**config.mk**
```make
export PLATFORM = sky130hd
export DESIGN_NAME = sdp_ram_be_pipe
export DESIGN_NICKNAME = d
export VERILOG_FILES = /design/src/rtl/sdp_ram_be_pipe.sv
export SDC_FILE = /design/constraint.sdc
export NUM_CORES = 1
export LEC_CHECK = 0
export ABC_AREA = 1
export BUFFER_PORTS_ARGS = -buffer_cell sky130_fd_sc_hd__buf_2
export CORE_ASPECT_RATIO = 1.25
export CORE_UTILIZATION = 40
export CTS_BUF_LIST = sky130_fd_sc_hd__clkbuf_4 sky130_fd_sc_hd__clkbuf_8
export CTS_CLUSTER_SIZE = 14
export DETAILED_ROUTE_END_ITERATION = 7
export PLACE_DENSITY = 0.64
export SLEW_MARGIN = 0
export SYNTH_ARGS = -nofsm -noshare
export SYNTH_HDL_FRONTEND = slang
export SYNTH_SLANG_ARGS = --single-unit
```
**constraint.sdc**
```tcl
create_clock -name clk -period 3.9 [get_ports clk]
set_input_delay 0.78 -clock clk [delete_from_list [all_inputs] [get_ports clk]]
set_output_delay 0.78 -clock clk [all_outputs]
set_load 0.1 [all_outputs]
```
**src/rtl/sdp_ram_be_pipe.sv**
```systemverilog
// sdp_ram_be_pipe: simple dual-port byte-enable RAM with pipelined reads and a zero-fill sequencer
module sdp_ram_be_pipe #(
  parameter int    AW            = 4,
  parameter int    DW            = 16,
  parameter int    RD_LAT        = 1,
  parameter string RDW_MODE      = "READ_FIRST",
  parameter bit    CLR_ON_RST    = 1'b1,
  parameter string RAM_STYLE_VAL = "block"
) (
  input  logic            clk,
  input  logic            rst_n,
  input  logic            wen,
  input  logic [DW/8-1:0] wbe,
  input  logic [AW-1:0]   waddr,
  input  logic [DW-1:0]   din,
  input  logic            ren,
  input  logic [AW-1:0]   raddr,
  input  logic            clr,
  output logic [DW-1:0]   dout,
  output logic            dout_vld,
  output logic            busy
);
  localparam int DEPTH = 2**AW;
  localparam int NB = DW/8;
  if (DW % 8 != 0 || RD_LAT < 1 || RD_LAT > 3 || RAM_STYLE_VAL == "" ||
      (RDW_MODE != "READ_FIRST" && RDW_MODE != "WRITE_FIRST")) begin : g_bad_param
    $error("sdp_ram_be_pipe: illegal parameter value");
  end
  typedef enum logic {CLEAR, READY} state_t;
  state_t state_q, state_d;
  logic [AW-1:0] cnt_q, cnt_d;
  logic wr_acc, rd_acc;
  logic [DW-1:0] rd_data;
  logic [RD_LAT-1:0] pv_q;
  logic [DW-1:0] pd_q [RD_LAT];
  (* ram_style = RAM_STYLE_VAL *) logic [DW-1:0] mem_q [DEPTH];
  assign busy = state_q == CLEAR;
  assign wr_acc = rst_n && !busy && !clr && wen;
  assign rd_acc = rst_n && !busy && !clr && ren;
  assign dout = pd_q[RD_LAT-1];
  assign dout_vld = pv_q[RD_LAT-1];
  always_comb begin
    state_d = busy ? (cnt_q == AW'(DEPTH-1) ? READY : CLEAR) : (clr ? CLEAR : READY);
    cnt_d = busy ? cnt_q + 1'b1 : '0;
  end
  always_ff @(posedge clk or negedge rst_n)
    if (!rst_n) begin
      state_q <= CLR_ON_RST ? CLEAR : READY;
      cnt_q <= '0;
    end else begin
      state_q <= state_d;
      cnt_q <= cnt_d;
    end
  // array is never reset; only the fill sequencer zeroes it
  always_ff @(posedge clk)
    if (rst_n && busy) mem_q[cnt_q] <= '0;
    else if (wr_acc)
      for (int i = 0; i < NB; i++)
        if (wbe[i]) mem_q[waddr][8*i +: 8] <= din[8*i +: 8];
  always_comb begin
    rd_data = mem_q[raddr];
    for (int i = 0; i < NB; i++)
      if (RDW_MODE == "WRITE_FIRST" && wr_acc && waddr == raddr && wbe[i])
        rd_data[8*i +: 8] = din[8*i +: 8];
  end
  // data stages only load behind a valid, so dout holds between reads
  always_ff @(posedge clk or negedge rst_n)
    if (!rst_n) begin
      pv_q <= '0;
      for (int k = 0; k < RD_LAT; k++) pd_q[k] <= '0;
    end else begin
      pv_q[0] <= rd_acc;
      if (rd_acc) pd_q[0] <= rd_data;
      for (int k = 1; k < RD_LAT; k++) begin
        pv_q[k] <= pv_q[k-1];
        if (pv_q[k-1]) pd_q[k] <= pd_q[k-1];
      end
    end
endmodule

```
==> results of run 1 <==
## registers in the layout, summed over array words and instances, names as in the netlist
register	flops
cnt_q	4
dout	16
dout_vld	1
mem_q	256
state_q	1
## worst max-delay path, cell delays in order (launching register included)
cell and delay [ns]:
dfrtp_1 0.47, nand2_2 0.10, nor2_4 0.13, o211ai_4 0.27, nand2_1 0.14, nand2_1 0.12
nor2_2 0.20, nand2_1 0.11, nor2_1 0.63
## logic make-up (layout without fill, tap and decap cells)
| family | count (synthesis) | in the layout | synth area share [%] |
|---|---|---|---|
| simple gates | 699 | 699 | 24.2 |
| flops | 278 | 278 | 69.2 |
| buf+inv | 126 | 213 | 4.46 |
| compound gates | 43 | 43 | 2.04 |
| fa+ha+maj | 1 | 1 | 0.105 |
## layout make-up
| class | count | area, um^2 |
|---|---|---|
| Fill cell | 2753 | 15900 |
| Sequential cell | 278 | 8240 |
| Multi-Input combinational cell | 743 | 3140 |
| Clock buffer | 54 | 687 |
| Tap cell | 396 | 495 |
| Timing Repair Buffer | 72 | 423 |
| Inverter | 68 | 256 |
| Clock inverter | 19 | 165 |
## metal layers
layer | track usage [%] | up-vias
li1 | - | 3900
met1 | 26.4 | 3802
met2 | 29.0 | 303
met3 | 3.32 | 62
met4 | 7.04 | 0
met5 | 0 | -
## worst paths after layout
| kind | startpoint | end | slack [ns] | cells past startpoint |
|---|---|---|---|---|
| min in group clk | dout[10] | dout[10] | 0.47 | 2 |
| hold reg to reg | dout[10] | dout[10] | 0.47 | 2 |
| max in group asynchronous | rst_n | cnt_q[1] | 3.25 | 2 |
| setup / recovery | state_q | mem_q[6][3] | 1.35 | 8 |
| setup reg to reg | state_q | mem_q[6][3] | 1.35 | 8 |
| hold / removal | rst_n | dout[0] | 0.37 | 2 |
## cells in the mapped netlist (4+ instances only)
cell      number  area [um^2]
o211ai_1       4         30.0
nor2_1       117          439
dfrtp_1       22          551
o21ai_0       31          155
nand3_1      114          571
nor2_4         7         78.8
buf_1          4         15.0
clkbuf_1      19         71.3
nand2_4        6         67.6
nand2_1      450         1690
inv_1         66          248
edfxtp_1     256         7690
a21oi_1        4         20.0
buf_2         31          155
## through the flow
| stage | std cells | power (mW) | worst slack (ns) | utilization [%] | hold slack (ns) |
|---|---|---|---|---|---|
| after CTS | 1630 | 7.98 | 1.33 | 45.8 | 0.362 |
| after floorplan | 1147 | 5.17 | 1.67 | - | 0.484 |
| after global routing | 1630 | 8.28 | 1.11 | 45.8 | 0.371 |
| after global placement | 1557 | 5.53 | 0.867 | 42.9 | 0.462 |
| after detailed placement | 1557 | 5.56 | 0.830 | 42.9 | 0.461 |
| final | 1630 | 7.93 | 1.35 | 45.8 | 0.369 |
## power groups by stage
stage	registers [mW]	clock network (mW)	logic, mW
after global routing	3.80	2.61	1.87
final	3.76	2.43	1.73
after global placement	3.82	0	1.72
after CTS	3.76	2.48	1.74
after floorplan	4.39	0	0.776
after detailed placement	3.82	0	1.74
==> out/results.ini, run 1 <==
[timing]
worst_pin_slew_ns = 1.20
period_share_pct = 65.4
layout_min_cycle_time_ns = 2.55
finClkSkew_ns = 0.0169
relSlewSlack_pct = 20.1
setup_viol = 0
slew_viol_final = 0
report.final.hold_viol_count = 0
timing.fmax_ghz = 0.392
fin_tns_setup_ns = 0
rsz0062_at_grt = false

[floorplan]
ios = 49
die-area_mm2 = 0.0304
die_w_um = 156
start_util_pct = 40.7
fp.dieH_um = 195
coreArea_mm2 = 0.0293
rows = 70

[final_layout]
fin_nets = 1237
layout_common_cells = nand2_1, edfxtp_1, nor2_1
syn_to_final_growth_pct = 12.6
final_area_mm2 = 0.0134
n_antenna_cell = 0
final_common_cell = nand2_1
final_layout_size_suffix_gt1_share_pct = 12.9

[power]
power_frac_seq_pct = 47.4
comb_power_share_pct = 21.9
power_density_mw_per_mm2 = 591
p_int_mw = 5.33
power_frac_clock_pct = 30.7
sw_frac_of_total_pct = 32.8
vdd_drop_max_uv = 373
power.net_switching_mw = 2.60
p_leak_nw = 5.57

[yosys]
synthFlopType = edfxtp_1
synth.distinct_cells = 24
postSynthNetCount = 1179
ys_warn_count = 0
ys_seq_area_share_pct = 69.2
synth-edff-count = 256
synthCells = 1147
avgSynthCellArea_um2 = 10.4
synth_seq_cells = 278
syn_area_mm2 = 0.0119
async_flop_share_pct = 7.91

[worst_hold_path]
hold_path_class = in -> async

[clock_network]
cts_resized = 0
postCtsHoldBufs = 0
clk-insertion-delay-late_ns = 0.55
cts_sinks = 278
cts_tree = yes
htreeDepth = 2
clkTransAtPathRegs_ns = 0.06
cts-buffers-inserted = 42
cts_buffer_depth = 3
post_cts_buffers = 0
cts_root_buffer = clkbuf_8

[detailed_routing]
post_drt_wl_per_cell_um = 17.0
drt_iter0_markers = 691
ant_nets = 0
routed_via_density = 4.95
wl_met2_um = 12800
drt-met1-wl_um = 12300
routed.top_layer = met4
drcViolationCount = 0
vias = 8067
dr.pass1.iters = 6
wirelength_um = 27700
dr_wl_met3_um = 1860

[placed_design]
gp_congestion = 0.838
dpl.hpwl_um = 17600
placed_cell_area_mm2 = 0.0125
io_buffers = 48

[worst_setup_path]
worstPathMaxFanout = 24
endpoint_kind = flop
critPathRequiredTime_ns = 4.08
worstPathArrival_ns = 2.73
crit_path_start_kind = flop
worst-setup-path-type = reg -> reg

[global_route]
overflow = 0
antenna_found_initial = 0
grt_pass1_vias = 7883
grt_pass1_wl_um = 43100
grt_max_degree = 97
grt.total_usage_pct = 18.8

[status]
status = finished clean

[job]
drv_cap = 0

No activity file was read; power rests on OpenSTA's default activity.
==> run 2, diff against run 1 <==
clock period = 2.4 ns   (was 3.9 ns; I/O delays follow)
==> run 2 against run 1 <==
Worst setup slack got worse by 1.1 ns. Routed wire length decreased by 0.95%. First-iteration DRC count is 13% higher. Sequential cell count unchanged. Combinational power rose by 72%. Sequential share of layout area down 1.4 points. Final cell count is 2.5% higher. Maximum frequency increased by 16%. Hold slack got worse by 0.31 ns. Highest routed layer unchanged.
==> out/results.ini, run 2 (same netlist as run 1, synthesis figures left out) <==
[worst_setup_path]
crit_path_start_kind = flop
reg2reg_depth = 10  ; +2
worstPathMaxFanout = 9  ; -63%
worstPathArrival_ns = 2.45  ; -0.28 ns
endpoint_kind = flop
worstReg2RegStart = state_q
worst-setup-path-type = reg -> reg
critPathRequiredTime_ns = 2.65  ; -1.43 ns
rrSetupSlack_ns = 0.20  ; -1.15 ns
reg2reg_to = mem_q[12][11]

[power]
p_leak_nw = 5.77  ; +3.6%
vdd_drop_max_uv = 856  ; +130%
finalPower_mw = 12.8  ; +61%
power_density_mw_per_mm2 = 931  ; +57%

[timing]
period_share_pct = 91.7  ; +26 points
whs_ns = 0.0591  ; -0.310 ns
report.final.hold_viol_count = 0  ; unchanged
setup_viol = 0  ; unchanged
slew_viol_final = 0  ; unchanged
finClkSkew_ns = 0.0100  ; -0.00684 ns
fin_ws_ns = 0.199  ; -1.15 ns
fin_tns_setup_ns = 0  ; unchanged
timing.fmax_ghz = 0.454  ; +16%
rsz0062_at_grt = false
relSlewSlack_pct = 38.5  ; +18 points
layout_min_cycle_time_ns = 2.20  ; -0.351 ns
worst_pin_slew_ns = 0.922  ; -0.275 ns

[final_layout]
final_common_cell = nand2_1
n_antenna_cell = 0  ; unchanged
layout_common_cells = nand2_1, edfxtp_1, nor2_1
multiInputGateArea_mm2 = 0.00314  ; +0.12%
fill_cells = 2729  ; -0.87%
regMostFlops = mem_q
syn_to_final_growth_pct = 15.2
seqCellArea_mm2 = 0.00824  ; unchanged
fin_nets = 1277  ; +3.2%
final_layout_size_suffix_gt1_share_pct = 15.3  ; +2.4 points
post-route-util_pct = 46.9  ; +1.0 points
largest_reg_flops = 256  ; unchanged

[clock_network]
cts-buffers-inserted = 42  ; unchanged
cts_tree = yes
post_cts_buffers = 0  ; unchanged
clkTransAtPathRegs_ns = 0.06  ; about the same
clk-insertion-delay-late_ns = 0.54  ; about the same
cts_root_buffer = clkbuf_8
cts_sinks = 278  ; unchanged
htreeDepth = 2  ; unchanged
cts_buffer_depth = 3  ; unchanged

[detailed_routing]
vias = 8088  ; +0.26%
post_drt_wl_per_cell_um = 16.4  ; -3.4%
routed_via_density = 4.84  ; -2.2%
dr.pass1.iters = 5  ; -1
drt_iter0_markers = 779  ; +13%
wirelength_um = 27400  ; -0.95%
ant_nets = 0  ; unchanged
drcViolationCount = 0  ; unchanged

[job]
drv_cap = 0  ; unchanged

[global_route]
grt.total_usage_pct = 18.7  ; -0.12 points
grt_max_degree = 105  ; +8.2%
overflow = 0  ; unchanged
grt_pass1_wl_um = 42800  ; -0.82%
grt_pass1_vias = 7897  ; +0.18%
antenna_found_initial = 0  ; unchanged

[floorplan]
rows = 70  ; unchanged
fp.dieH_um = 195  ; unchanged
coreArea_mm2 = 0.0293  ; unchanged
ios = 49  ; unchanged
start_util_pct = 40.7  ; unchanged
die-area_mm2 = 0.0304  ; unchanged
die_w_um = 156  ; unchanged

[status]
status = finished clean

[placed_design]
io_buffers = 48  ; unchanged
post-place-ws_ns = -0.0439  ; -0.874 ns
gp_congestion = 0.822  ; -2.0%
dpl.hpwl_um = 17600  ; +0.31%

[worst_hold_path]
hold_path_class = in -> async

-- run 2: cell types whose count changed in the layout (fill, tap and decap cells not counted), sizes merged --
| cell | previous run | this run |
|---|---|---|
| buf | 72 | 111 |
| bufinv | 3 | 1 |
| clkbuf | 54 | 55 |
| clkinv | 17 | 18 |
| clkinvlp | 0 | 1 |
| dlygate4sd3 | 0 | 1 |
-- run 2: power breakdown --
part           switching (mW)  internal, mW  total, mW
sequential              0.199          5.89       6.09
combinational            2.32         0.663       2.98
clock                    1.73          1.96       3.69
total                    4.25          8.51       12.8
-- run 2: metrics by stage --
step / std cells / cell area, um^2
floorplan: 1147 / 11900
global placement: 1596 / 12900
detailed placement: 1596 / 12900
CTS: 1671 / 13700
global route: 1671 / 13700
finish: 1671 / 13700
-- run 2: what timing repair did --
item                                    in CTS  in global routing
hold endpoints to repair                     2                  0
hold buffers                                 1                  0
gates resized for setup                      0                  0
endpoints found under the setup margin       0                  0
-- run 2: worst max-delay path: stages (launching register included) --
cell,delay (ns)
dfrtp_1,0.50
nand2_2,0.10
nor2_4,0.13
o211ai_4,0.17
buf_4,0.22
nand2_4,0.07
nand2_4,0.07
nor2_4,0.13
nand2_1,0.18
nor2_1,0.14
buf_4,0.19
-- run 2: final cells by class --
cell class	instances	share of cell area (%)
Clock inverter	19	0.785
Timing Repair Buffer	112	5.75
Tap cell	396	3.61
Multi-Input combinational cell	743	22.9
Clock buffer	55	4.97
Sequential cell	278	60.1
Inverter	68	1.87
-- run 2: how the worst max path moves through the flow --
stage             from             to  depth (start not counted)  slack, ns
6_report       state_q  mem_q[12][11]                         10       0.20
5_1_grt        state_q  mem_q[12][12]                         10       0.06
4_1_cts        state_q   mem_q[12][8]                         10       0.23
3_5_place_dp     rst_n  mem_q[12][15]                         11      -0.04
3_3_place_gp     rst_n   mem_q[14][5]                          6      -0.25
2_1_floorplan    rst_n   mem_q[12][0]                          9       0.47
-- run 2: layer usage --
layer	routed length, um	GRT usage (%)	up-vias
met2	12600	29.1	286
li1	-	-	3976
met4	675	6.21	0
met1	12100	26.0	3778
met3	2050	3.84	48
met5	0	0	-
==> run 3, diff against run 2 <==
--- a/config.mk
+++ b/config.mk
@@ -13,4 +13,5 @@
 export CTS_CLUSTER_SIZE = 14
 export DETAILED_ROUTE_END_ITERATION = 7
+export MAX_ROUTING_LAYER = met4
 export PLACE_DENSITY = 0.64
 export SLEW_MARGIN = 0
==> constraint.sdc (replaced) <==
create_clock -name clk -period 2.4 [get_ports clk]
set_input_delay 0.36 -clock clk [delete_from_list [all_inputs] [get_ports clk]]
set_output_delay 0.36 -clock clk [all_outputs]
set_load 0.1 [all_outputs]
==> run 3 against run 2 <==
Clock skew grew 0.0051 ns. Utilization about the same. Critical path type is now in -> reg. Maximum frequency down 1.6%.
==> out/results.ini, run 3 (same netlist as run 1, synthesis figures left out) <==
[global_route]
grt_max_degree = 129  ; +23%
antenna_found_initial = 0  ; unchanged
overflow = 0  ; unchanged
grt_pass1_vias = 7915  ; +0.23%
grt_pass1_wl_um = 43300  ; +1.3%
grt.total_usage_pct = 19.3  ; +0.60 points

[clock_network]
cts_sinks = 278  ; unchanged
cts_tree = yes
htreeDepth = 2  ; unchanged
post_cts_buffers = 0  ; unchanged
cts_buffer_depth = 3  ; unchanged
cts-buffers-inserted = 42  ; unchanged
clkTransAtPathRegs_ns = 0.06  ; about the same
cts_root_buffer = clkbuf_8
clk-insertion-delay-late_ns = 0.54  ; about the same

[power]
vdd_drop_max_uv = 778  ; -9.0%
p_leak_nw = 5.77  ; about the same
finalPower_mw = 12.8  ; +0.39%
power_density_mw_per_mm2 = 935  ; +0.36%

[worst_setup_path]
endpoint_kind = flop
worstPathMaxFanout = 10  ; +1
worst-setup-path-type = in -> reg
critPathRequiredTime_ns = 2.64  ; about the same
worstPathArrival_ns = 2.48  ; +0.03 ns
crit_path_start_kind = input port

[floorplan]
die-area_mm2 = 0.0304  ; unchanged
coreArea_mm2 = 0.0293  ; unchanged
start_util_pct = 40.7  ; unchanged
rows = 70  ; unchanged
die_w_um = 156  ; unchanged
fp.dieH_um = 195  ; unchanged
ios = 49  ; unchanged

[placed_design]
dpl.hpwl_um = 17800  ; +1.4%
gp_congestion = 0.894  ; +8.8%
dp.cells = 1596  ; unchanged
io_buffers = 48  ; unchanged

[timing]
relSlewSlack_pct = 53.2  ; +15 points
finClkSkew_ns = 0.0151  ; +0.00510 ns
setup_viol = 0  ; unchanged
whs_ns = 0.0838  ; +0.0248 ns
timing.fmax_ghz = 0.447  ; -1.6%
slew_viol_final = 0  ; unchanged
period_share_pct = 93.2  ; +1.5 points
fin_tns_setup_ns = 0  ; unchanged
report.final.hold_viol_count = 0  ; unchanged
rsz0062_at_grt = false
layout_min_cycle_time_ns = 2.24  ; +0.0349 ns
worst_pin_slew_ns = 0.703  ; -0.219 ns

[final_layout]
syn_to_final_growth_pct = 15.2  ; about the same
n_antenna_cell = 0  ; unchanged
largest_reg_flops = 256  ; unchanged
fin_nets = 1277  ; unchanged
final_common_cell = nand2_1
regMostFlops = mem_q
layout_common_cells = nand2_1, edfxtp_1, nor2_1
final_layout_size_suffix_gt1_share_pct = 15.5  ; +0.24 points
instances_no_fill = 1671  ; unchanged

[detailed_routing]
vias = 8021  ; -0.83%
routed_via_density = 4.80  ; -0.83%
dr.pass1.iters = 6  ; +1
ant_nets = 0  ; unchanged
drt_iter0_markers = 737  ; -5.4%
drcViolationCount = 0  ; unchanged
wirelength_um = 27300  ; -0.41%
post_drt_wl_per_cell_um = 16.4  ; -0.41%

[status]
status = finished clean

[job]
drv_cap = 0  ; unchanged

[worst_hold_path]
hold_path_class = in -> reg

==> run 3: cell types whose count changed in the layout (fill, tap and decap cells not counted), sizes merged <==
cell      delta
clkinvlp     +1
clkbuf       -1
clkinv       -1
bufinv       +1
==> run 3: critical path, stage by stage <==
cell and delay [ns]:
dlygate4sd3_1 0.52, buf_2 0.26, nand2_2 0.10, nor2_4 0.13, o211ai_4 0.14, buf_4 0.22
nand2_4 0.07, nand2_4 0.07, nor2_4 0.14, nand2_1 0.11, nor2_1 0.15, buf_4 0.20
==> run 3: area by class of cell <==
cell class / count / area [um^2]
Fill cell: 2813 / 15500
Multi-Input combinational cell: 743 / 3140
Timing Repair Buffer: 112 / 763
Inverter: 68 / 256
Clock inverter: 20 / 144
Clock buffer: 54 / 674
Sequential cell: 278 / 8240
Tap cell: 396 / 495
==> run 3: timing repair <==
item | 4_1_cts | 5_1_grt
hold buffers | 1 | 0
setup endpoints to repair | 0 | 152
gates resized for setup | 0 | 2
endpoints found under the hold margin | 22 | 0
==> run 3: final timing paths <==
check | startpoint | end | slack (ns) | cells past startpoint
max in group asynchronous | rst_n | dout[10] | 1.68 | 3
min reg2reg | dout[3] | dout[3] | 0.48 | 2
max reg2reg | state_q | mem_q[5][1] | 0.30 | 10
min | clr | state_q | 0.08 | 2
max | rst_n | mem_q[5][1] | 0.16 | 12
min in group asynchronous | rst_n | cnt_q[3] | 0.23 | 2
==> run 3: metal layers <==
metal / track usage [%] / up-vias / share of wire [%]
li1: - / 3973 / -
met1: 26.7 / 3748 / 45
met2: 29.5 / 251 / 47
met3: 2.83 / 49 / 6.0
met4: 5.63 / 0 / 2.0
met5: - / - / 0
==> run 3: through the flow <==
step           util, %  area [um^2]  setup WS (ns)
2_1_floorplan        -        11900          0.508
3_3_place_gp      44.0        12900         0.0890
3_5_place_dp      44.0        12900         0.0707
4_1_cts           46.8        13700         0.0826
5_1_grt           46.9        13700         0.0729
6_report          46.9        13700          0.164
==> run 3: where the power goes <==
group | switching, mW | leakage (nW) | internal, mW | total (mW)
clock network | 1.72 | 0.430 | 2.06 | 3.78
registers | 0.210 | 2.66 | 5.89 | 6.10
logic | 2.27 | 2.68 | 0.658 | 2.93
